### src/rtl/serial_subn.sv
// +----------------------------------------------------------------------------+
// | serial_subn                                                                |
// | Bit-serial N-bit subtractor, LSB first, valid/ready on both sides.         |
// | Revision: 1.0                                                              |
// +----------------------------------------------------------------------------+
`timescale 1ns/1ps
`default_nettype none

module serial_subn #(
  parameter int N = 8
) (
  input  logic         clk,
  input  logic         rst_n,
  input  logic         in_valid,
  output logic         in_ready,
  input  logic [N-1:0] a,
  input  logic [N-1:0] b,
  input  logic         bin,
  output logic         out_valid,
  input  logic         out_ready,
  output logic [N-1:0] d,
  output logic         bout
);

  localparam int CW = (N > 1) ? $clog2(N) : 1;

  localparam logic [1:0] c_idle = 2'd0;
  localparam logic [1:0] c_busy = 2'd1;
  localparam logic [1:0] c_done = 2'd2;

  localparam logic [CW-1:0] c_last = CW'(N - 1);

  logic [1:0]    r_state;
  logic [N-1:0]  r_a;
  logic [N-1:0]  r_b;
  logic [N-1:0]  r_sh;
  logic [N-1:0]  r_d;
  logic          r_br;
  logic          r_bout;
  logic [CW-1:0] r_cnt;

  logic          w_x;
  logic          w_y;
  logic          w_diff;
  logic          w_bnext;
  logic [N-1:0]  w_sh_next;

  // Single full-subtractor cell working on the operand LSBs.
  assign w_x       = r_a[0];
  assign w_y       = r_b[0];
  assign w_diff    = w_x ^ w_y ^ r_br;
  assign w_bnext   = (~w_x & w_y) | (~(w_x ^ w_y) & r_br);
  assign w_sh_next = {w_diff, r_sh[N-1:1]};

  always_ff @(posedge clk or negedge rst_n) begin
    if (!rst_n) begin
      r_state <= c_idle;
      r_a     <= '0;
      r_b     <= '0;
      r_sh    <= '0;
      r_d     <= '0;
      r_br    <= 1'b0;
      r_bout  <= 1'b0;
      r_cnt   <= '0;
    end else begin
      case (r_state)
        c_idle: begin
          if (in_valid) begin
            r_a     <= a;
            r_b     <= b;
            r_br    <= bin;
            r_cnt   <= '0;
            r_sh    <= '0;
            r_state <= c_busy;
          end
        end
        c_busy: begin
          r_sh  <= w_sh_next;
          r_a   <= {1'b0, r_a[N-1:1]};
          r_b   <= {1'b0, r_b[N-1:1]};
          r_br  <= w_bnext;
          r_cnt <= r_cnt + CW'(1);
          // Visible result only changes when a full word has been produced.
          if (r_cnt == c_last) begin
            r_d     <= w_sh_next;
            r_bout  <= w_bnext;
            r_state <= c_done;
          end
        end
        c_done: begin
          if (out_ready) begin
            r_state <= c_idle;
          end
        end
        default: r_state <= c_idle;
      endcase
    end
  end

  assign in_ready  = (r_state == c_idle);
  assign out_valid = (r_state == c_done);
  assign d         = r_d;
  assign bout      = r_bout;

endmodule

`default_nettype wire

### config.mk
export PLATFORM = sky130hd
export DESIGN_NAME = serial_subn
export DESIGN_NICKNAME = d
export VERILOG_FILES = /design/src/rtl/serial_subn.sv
export SDC_FILE = /design/constraint.sdc
export NUM_CORES = 1
export LEC_CHECK = 0
export ABC_AREA = 1
export BUFFER_PORTS_ARGS = -buffer_cell sky130_fd_sc_hd__buf_2
export CORE_ASPECT_RATIO = 1.25
export CORE_MARGIN = 2
export CORE_UTILIZATION = 54
export CTS_BUF_LIST = sky130_fd_sc_hd__clkbuf_4 sky130_fd_sc_hd__clkbuf_8 sky130_fd_sc_hd__clkbuf_16
export CTS_CLUSTER_DIAMETER = 100
export DETAILED_ROUTE_END_ITERATION = 8
export PLACE_DENSITY_LB_ADDON = 0.25
export SLEW_MARGIN = 20
export SYNTH_ARGS = -nofsm -noshare
export SYNTH_HDL_FRONTEND = slang
export SYNTH_SLANG_ARGS = --single-unit
export TNS_END_PERCENT = 1
### constraint.sdc
create_clock -name clk -period 1.7 [get_ports clk]
set_clock_uncertainty 0.1 [all_clocks]
set_input_delay 0.085 -clock clk [delete_from_list [all_inputs] [get_ports clk]]
set_output_delay 0.085 -clock clk [all_outputs]
set_load 0.02 [all_outputs]
==> flow_summary.json, run 1 <==
{
  "status": "complete, but fails checks",
  "violations": "negative hold slack",
  "core-area_um2": 3170,
  "p_seq_share_pct": 41.5,
  "place_congestion": 0.714,
  "finalNetCount": 284,
  "cp_cell_sequence": "buf_4 > nor2_1 > buf_2",
  "drv_cap": 0,
  "synth-simple-area-share_pct": 25.6,
  "syn_nets": 243,
  "rrSetupSlack_ps": 240,
  "initial_utilization_pct": 55.3,
  "die_x_um": 54.9,
  "postSynthAreaPerCell_um2": 7.99,
  "die_area_um2": 3710,
  "synth_top_family_by_area": "simple AND/OR/NAND/NOR gates",
  "root_buffer": "clkbuf_8",
  "netSwitchingFraction_pct": 39.5,
  "cp_max_fo": 11,
  "synthCells": 219,
  "crit_family": "flip-flops",
  "synth-xor-area-share_pct": 0,
  "synth_seq_area_share_pct": 54.4,
  "ant_nets": 0,
  "syn_to_final_growth_pct": 19.9,
  "synth_mux_area_share_pct": 0,
  "rsz0062_at_grt": "no",
  "whs_ps": -3.53,
  "path_clk_slew_ps": 70,
  "routed_wl_mm": 3.46,
  "dp_hpwl_mm": 2.26,
  "setup_viol": 0,
  "p_comb_share_pct": 40.9,
  "synthAdderAreaFrac_pct": 2.58,
  "first_pass_iters": 4,
  "synth-compound-area-share_pct": 5.87,
  "cts_resized": 0,
  "max_freq_mhz": 652,
  "required_ps": 1510,
  "dieHeight_um": 67.6,
  "slowest_stage": "dfrtp_1",
  "drc": 0,
  "synth.area.top_cells": "dfrtp_1 54%, nand2_1 18%, inv_1 8.4%",
  "switchingPower_mw": 1.44,
  "internal_power_mw": 2.20,
  "cts_buffers": 5,
  "cts_buffer_depth": 2,
  "overflow": 0,
  "via_per_inst": 4.81,
  "hold_violations": 1,
  "hold_buffers": 6,
  "critPathKind": "reg2out",
  "max-vdd-ir-drop_v": 0.000966,
  "slew_headroom_pct": 68.4,
  "dp_slack_ps": 251,
  "antenna_found_initial": 0,
  "pin_count": 32,
  "post_cts_buffers": 0,
  "cellLeakagePower_nw": 1.23,
  "wl_per_cell_um": 11.6,
  "fin_tns_setup_ps": 0,
  "powerDensity_nw_per_um2": 1740,
  "fin_crit_sh_pct": 90.2,
  "drv_slew": 0,
  "first_global_vias": 1412,
  "final_layout_size_suffix_gt1_share_pct": 19.2,
  "tightest_slew_ps": 474,
  "cts_tree": "done",
  "slowest_delay_ps": 430,
  "grt_start_max_net_pins": 39,
  "drt-initial-drc-count": 32,
  "grt_pass1_wl_mm": 5.80,
  "clkLatencyLatePin_ps": 290,
  "start_kind": "flop",
  "grtUsageTotal_pct": 22.1,
  "h-tree-depth": 2,
  "antenna_cells": 0,
  "cts.sinks": 38,
  "worst_slack_ps": 167,
  "synthDominantCellAreaShare_pct": 54.4,
  "ys_warn_count": 0,
  "port_buffers": 31,
  "synth_cell_types": 18,
  "fin_crit_ps": 1530,
  "arrival_ps": 1350,
  "cp_num_buf_inv": 2,
  "hp-class": "in2reg",
  "vias": 1434,
  "mappedNetlistArea_um2": 1750,
  "ys_seq_elements": 38,
  "end_kind": "output pin",
  "synth_area_leader_cell": "dfrtp_1",
  "pwr-share-clk_pct": 17.5,
  "rows": 23
}
==> power by group through the flow <==
stage | clock (mW) | sequential (mW) | combinational, mW
2_1_floorplan | 0 | 1.58 | 1.03
3_3_place_gp | 0 | 1.51 | 1.47
3_5_place_dp | 0 | 1.52 | 1.51
4_1_cts | 0.654 | 1.51 | 1.53
5_1_grt | 0.692 | 1.57 | 1.76
6_report | 0.639 | 1.51 | 1.49
==> flip-flops by register name, summed over array words and instances (netlist names) <==
name     flops
bout         1
r_state      2
r_cnt        3
r_b          8
r_a          8
d            8
r_br         1
r_sh         7
==> synthesized netlist by cell type (all sizes together) <==
master  number
nor2         4
inv         41
dfrtp       38
ha           2
o21ai       17
buf          8
o31ai        1
fa           1
nand2       86
nand3       19
a21oi        2
==> kinds of logic (layout without fill, tap and decap cells) <==
kind of cell / after synthesis / in the layout
AOI/OAI and AO/OA: 20 / 20
DFF: 38 / 38
buffers and inverters: 49 / 91
and+or+nand+nor: 109 / 109
adders and majority gates: 3 / 3
==> cell type report <==
cell class              instances  area, um2
repair buffers                 42        253
inverters                      41        156
clock inverters                 1       5.00
clock buffers                   7       90.1
well taps                      37       46.3
flip-flops and latches         38        951
multi-input cells             132        596
fillers                       306       1070
==> worst paths after layout <==
check / start / endpoint / cells after the start
max: r_state[0]$_DFFE_PN0P_ / in_ready / 3
min: b[5] / r_b[5]$_DFFE_PN0P_ / 5
max reg2reg: r_cnt[0]$_DFFE_PN0P_ / r_state[1]$_DFFE_PN0P_ / 4
min reg2reg: d[7]$_DFFE_PN0P_ / d[7]$_DFFE_PN0P_ / 2
max in group asynchronous: rst_n / r_br$_DFFE_PN0P_ / 3
min in group asynchronous: rst_n / r_b[7]$_DFFE_PN0P_ / 3
==> layout by cell type, fill, tap and decap left out, types with 3 or more instances in the layout <==
master / count
nand2_1: 83
inv_1: 39
dfrtp_1: 38
buf_2: 31
nand3_1: 19
o21ai_1: 12
clkbuf_8: 6
dlygate4sd3_1: 6
o21ai_0: 5
buf_4: 5
nor2_1: 3
==> through the flow <==
stage                     power, mW  area, um2  util, %  instances  hold WS (ps)
final                          3.64       2100     66.2        298         -3.53
after global routing           4.01       2100     66.2        298          11.8
after CTS                      3.69       2100     66.2        298         0.749
after detailed placement       3.03       1940     61.3        284          64.8
after global placement         2.98       1940     61.3        284          55.3
after floorplan                2.62       1750        -        219          -311
==> worst reg2reg max path: cells and delay by family (launching register included) <==
family | cells | cell delay [ps]
simple gates | 1 | 260
fa+ha+maj | 2 | 430
compound gates | 1 | 130
flops | 1 | 400
==> per-layer routing <==
layer	share of wire, %	global-route usage (%)	vias up
li1	-	-	735
met1	43	24.2	657
met2	50	39.0	33
met3	4.2	6.42	9
met4	2.2	8.84	0
met5	0	0	-
(Power assumes the default switching activity.)
==> run 2: changes to the inputs <==
- PLACE_DENSITY: not set -> 0.78
- PLACE_DENSITY_LB_ADDON: 0.25 -> not set
==> flow_summary.json, run 2 (same netlist as run 1, synthesis figures left out) <==
{
  "rows": 23,
  "cts_buffer_depth": 2,
  "slowest_delay_ps": 430,
  "finalNetCount": 287,
  "drt-initial-drc-count": 52,
  "cp_cell_sequence": "buf_4 > nor2_1 > buf_2",
  "finish.instance_area_um2": 2180,
  "end_kind": "output pin",
  "rr_endpoint": "bout$_DFFE_PN0P_",
  "pin_count": 32,
  "place_area_um2": 1930,
  "grt_pass1_wl_mm": 5.96,
  "required_ps": 1510,
  "holdPathEnd": "r_b[3]$_DFFE_PN0P_",
  "status": "finished clean",
  "dp_hpwl_mm": 2.32,
  "drc": 0,
  "cts_tree": "done",
  "grtUsageTotal_pct": 22.5,
  "first_pass_iters": 4,
  "cts_resized": 0,
  "reg2reg_depth": 5,
  "whs_ps": 5.16,
  "cellLeakagePower_nw": 1.26,
  "antenna_found_initial": 0,
  "core-area_um2": 3170,
  "root_buffer": "clkbuf_8",
  "fin_tns_setup_ps": 0,
  "drv_cap": 0,
  "rrSetupSlack_ps": 230,
  "fin_crit_sh_pct": 91.5,
  "drv_slew": 0,
  "arrival_ps": 1370,
  "overflow": 0,
  "place_congestion": 0.778,
  "tightest_slew_ps": 474,
  "syn_to_final_growth_pct": 24.5,
  "hp-class": "in2reg",
  "hold_violations": 0,
  "setup_viol": 0,
  "via_per_inst": 4.75,
  "rr_startpoint": "r_cnt[0]$_DFFE_PN0P_",
  "hold_depth": 5,
  "max_freq_mhz": 643,
  "vias": 1431,
  "slowest_stage": "dfrtp_1",
  "dieHeight_um": 67.6,
  "rsz0062_at_grt": "no",
  "hp-start": "b[3]",
  "slew_headroom_pct": 68.4,
  "powerDensity_nw_per_um2": 1810,
  "port_buffers": 31,
  "final_cell_mix": "83 x nand2_1, 39 x inv_1, 38 x dfrtp_1, 31 x buf_2, 19 x nand3_1",
  "fin_crit_ps": 1560,
  "ant_nets": 0,
  "antenna_cells": 0,
  "final_layout_size_suffix_gt1_share_pct": 18.6,
  "utilization_pct": 68.8,
  "die_x_um": 54.9,
  "h-tree-depth": 2,
  "critPathKind": "reg2out",
  "cts.sinks": 38,
  "clkLatencyLatePin_ps": 290,
  "start_kind": "flop",
  "final_common_cell": "nand2_1",
  "path_clk_slew_ps": 80,
  "routed_wl_mm": 3.50,
  "wl_per_cell_um": 11.6,
  "cts_buffers": 5,
  "grt_start_max_net_pins": 39,
  "total_power_mw": 3.95,
  "initial_utilization_pct": 55.3,
  "max-vdd-ir-drop_v": 0.00137,
  "cp_max_fo": 18,
  "first_global_vias": 1473,
  "die_area_um2": 3710
}
[run 2: stage by stage]
| step | setup WS, ps | instances |
|---|---|---|
| floorplan | 295 | 219 |
| global placement | 236 | 283 |
| detailed placement | 252 | 283 |
| CTS | 142 | 301 |
| global route | 78.2 | 301 |
| finish | 144 | 301 |
[run 2: worst max-delay path by stage]
| stage | to | slack (ps) | startpoint |
|---|---|---|---|
| floorplan | r_state[1]$_DFFE_PN0P_ | 290 | r_cnt[0]$_DFFE_PN0P_ |
| global route | in_ready | 80 | r_state[0]$_DFFE_PN0P_ |
| detailed placement | bout$_DFFE_PN0P_ | 250 | r_cnt[0]$_DFFE_PN0P_ |
| CTS | in_ready | 140 | r_state[0]$_DFFE_PN0P_ |
| finish | in_ready | 140 | r_state[0]$_DFFE_PN0P_ |
| global placement | r_state[1]$_DFFE_PN0P_ | 240 | r_cnt[0]$_DFFE_PN0P_ |
[run 2: layer usage]
metal | part of all wire, % | track usage [%]
met4 | 1.7 | 9.45
met1 | 43 | 25.0
met3 | 3.3 | 6.19
met2 | 52 | 39.4
met5 | 0 | 0
[run 2: worst max-delay path: cells and delay by family (launching register included)]
| family | cells | cell delay (ps) |
|---|---|---|
| flops | 1 | 430 |
| simple gates | 1 | 210 |
| buf+inv | 2 | 430 |
[run 2: final cells by class]
| cell class | count | area, um2 |
|---|---|---|
| well taps | 37 | 46.3 |
| clock inverters | 2 | 60.1 |
| inverters | 41 | 156 |
| flip-flops and latches | 38 | 951 |
| clock buffers | 6 | 82.6 |
| repair buffers | 45 | 285 |
| multi-input cells | 132 | 596 |
| fillers | 274 | 988 |
[run 2: what timing repair did]
item | in CTS | in global routing
hold endpoints to repair | 46 | 0
buffers inserted | 0 | 0
hold buffers | 10 | 0
[run 2: report_power, final]
part,total [mW],switching [mW],internal [mW]
Combinational,1.49,0.936,0.555
Clock,0.943,0.317,0.626
Sequential,1.51,0.215,1.30
==> run 3: changes to the inputs <==
- BUFFER_PORTS_ARGS: -buffer_cell sky130_fd_sc_hd__buf_2 -> -buffer_cell sky130_fd_sc_hd__buf_4
- CORE_ASPECT_RATIO: 1.25 -> 1.2
==> flow_summary.json, run 3 (same netlist as run 1, synthesis figures left out) <==
{
  "status": "finished clean",
  "finalNetCount": 296,
  "tightest_slew_ps": 466,
  "syn_to_final_growth_pct": 28.7,
  "finalNonFillerCells": 308,
  "first_global_vias": 1349,
  "slew_headroom_pct": 68.9,
  "clkLatencyLatePin_ps": 340,
  "root_buffer": "clkbuf_4",
  "dieHeight_um": 66.3,
  "p_seq_share_pct": 43.1,
  "cts_resized": 0,
  "pwr-share-clk_pct": 12.1,
  "fin_crit_sh_pct": 92.4,
  "multi_input_area_um2": 596,
  "drv_cap": 0,
  "core-area_um2": 3080,
  "ant_nets": 0,
  "cts_tree": "done",
  "internal_power_mw": 2.08,
  "cts_buffer_depth": 2,
  "final_layout_size_suffix_gt1_share_pct": 17.3,
  "place_area_um2": 2000,
  "wl_per_cell_um": 11.2,
  "vias": 1486,
  "rows": 22,
  "port_buffers": 31,
  "cellLeakagePower_nw": 1.28,
  "setup_viol": 0,
  "max-vdd-ir-drop_v": 0.00111,
  "die_area_um2": 3710,
  "antenna_cells": 0,
  "fin_crit_ps": 1570,
  "drv_slew": 0,
  "p_comb_share_pct": 44.8,
  "first_pass_iters": 4,
  "netSwitchingFraction_pct": 40.8,
  "drt-initial-drc-count": 38,
  "switchingPower_mw": 1.44,
  "post_cts_buffers": 0,
  "place_congestion": 0.801,
  "grt_pass1_wl_mm": 5.98,
  "routed_wl_mm": 3.44,
  "grtUsageTotal_pct": 21.2,
  "final_cell_mix": "83 x nand2_1, 39 x inv_1, 38 x dfrtp_1, 34 x buf_4, 20 x dlygate4sd3_1",
  "path_clk_slew_ps": 100,
  "overflow": 0,
  "rrSetupSlack_ps": 250,
  "hold_buffers": 20,
  "critPathKind": "reg2out",
  "finish.instance_area_um2": 2250,
  "placed_cells": 281,
  "via_per_inst": 4.82,
  "antenna_found_initial": 0,
  "rsz0062_at_grt": "no",
  "cp_max_fo": 18,
  "nFillCells": 232,
  "dp_hpwl_mm": 2.15,
  "h-tree-depth": 2,
  "final_common_cell": "nand2_1",
  "initial_utilization_pct": 56.7,
  "arrival_ps": 1390,
  "pin_count": 32,
  "hp-class": "in2async",
  "cts.sinks": 38,
  "start_kind": "flop",
  "fin_tns_setup_ps": 0,
  "cts_buffers": 5,
  "hold_violations": 0,
  "grt_start_max_net_pins": 39,
  "max_freq_mhz": 637,
  "die_x_um": 56.0,
  "required_ps": 1510,
  "end_kind": "output pin",
  "powerDensity_nw_per_um2": 1560,
  "ff_latch_area_um2": 951,
  "drc": 0
}
==> run 3: worst max-delay path: stages (launching register included) <==
cell,delay [ps]
dfrtp_1,440
buf_4,220
nor2_1,200
buf_4,190
==> run 3: power groups by stage <==
| stage | Sequential (mW) | Combinational (mW) | Clock (mW) |
|---|---|---|---|
| after detailed placement | 1.53 | 1.56 | 0 |
| after CTS | 1.51 | 1.60 | 0.443 |
| after floorplan | 1.58 | 1.03 | 0 |
| after global placement | 1.52 | 1.52 | 0 |
| final | 1.51 | 1.57 | 0.427 |
| after global routing | 1.56 | 1.82 | 0.478 |
==> run 3: per-stage QoR <==
step	utilization [%]	worst slack, ps	power (mW)	hold slack, ps
2_1_floorplan	-	295	2.62	-311
3_3_place_gp	65.0	315	3.04	-25.3
3_5_place_dp	65.0	270	3.08	-26.8
4_1_cts	73.0	134	3.55	138
5_1_grt	73.0	59.7	3.85	153
6_report	73.0	130	3.51	133
==> run 3: layer usage <==
layer  global-route usage, %  up-vias  share of wire (%)
met5                       0        -                  0
met4                    8.93        0                1.8
met3                    5.48        7                4.0
met2                    36.3       30                 48
met1                    25.5      688                 46
li1                        -      761                  -
==> run 3: area by class of cell <==
type,count,share of cell area (%)
clock buffers,5,1.67
flip-flops and latches,38,42.2
multi-input cells,132,26.5
clock inverters,2,0.445
inverters,41,6.95
repair buffers,54,20.2
well taps,36,2.00
==> run 3: path summary, 6_finish.rpt <==
| path | cells after the start | startpoint | to |
|---|---|---|---|
| min in group clk | 3 | out_ready | r_state[1]$_DFFE_PN0P_ |
| max reg2reg | 5 | r_cnt[0]$_DFFE_PN0P_ | bout$_DFFE_PN0P_ |
| min | 2 | rst_n | d[0]$_DFFE_PN0P_ |
| max | 3 | r_state[0]$_DFFE_PN0P_ | in_ready |
| min reg2reg | 2 | d[7]$_DFFE_PN0P_ | d[7]$_DFFE_PN0P_ |
| max in group asynchronous | 2 | rst_n | d[3]$_DFFE_PN0P_ |
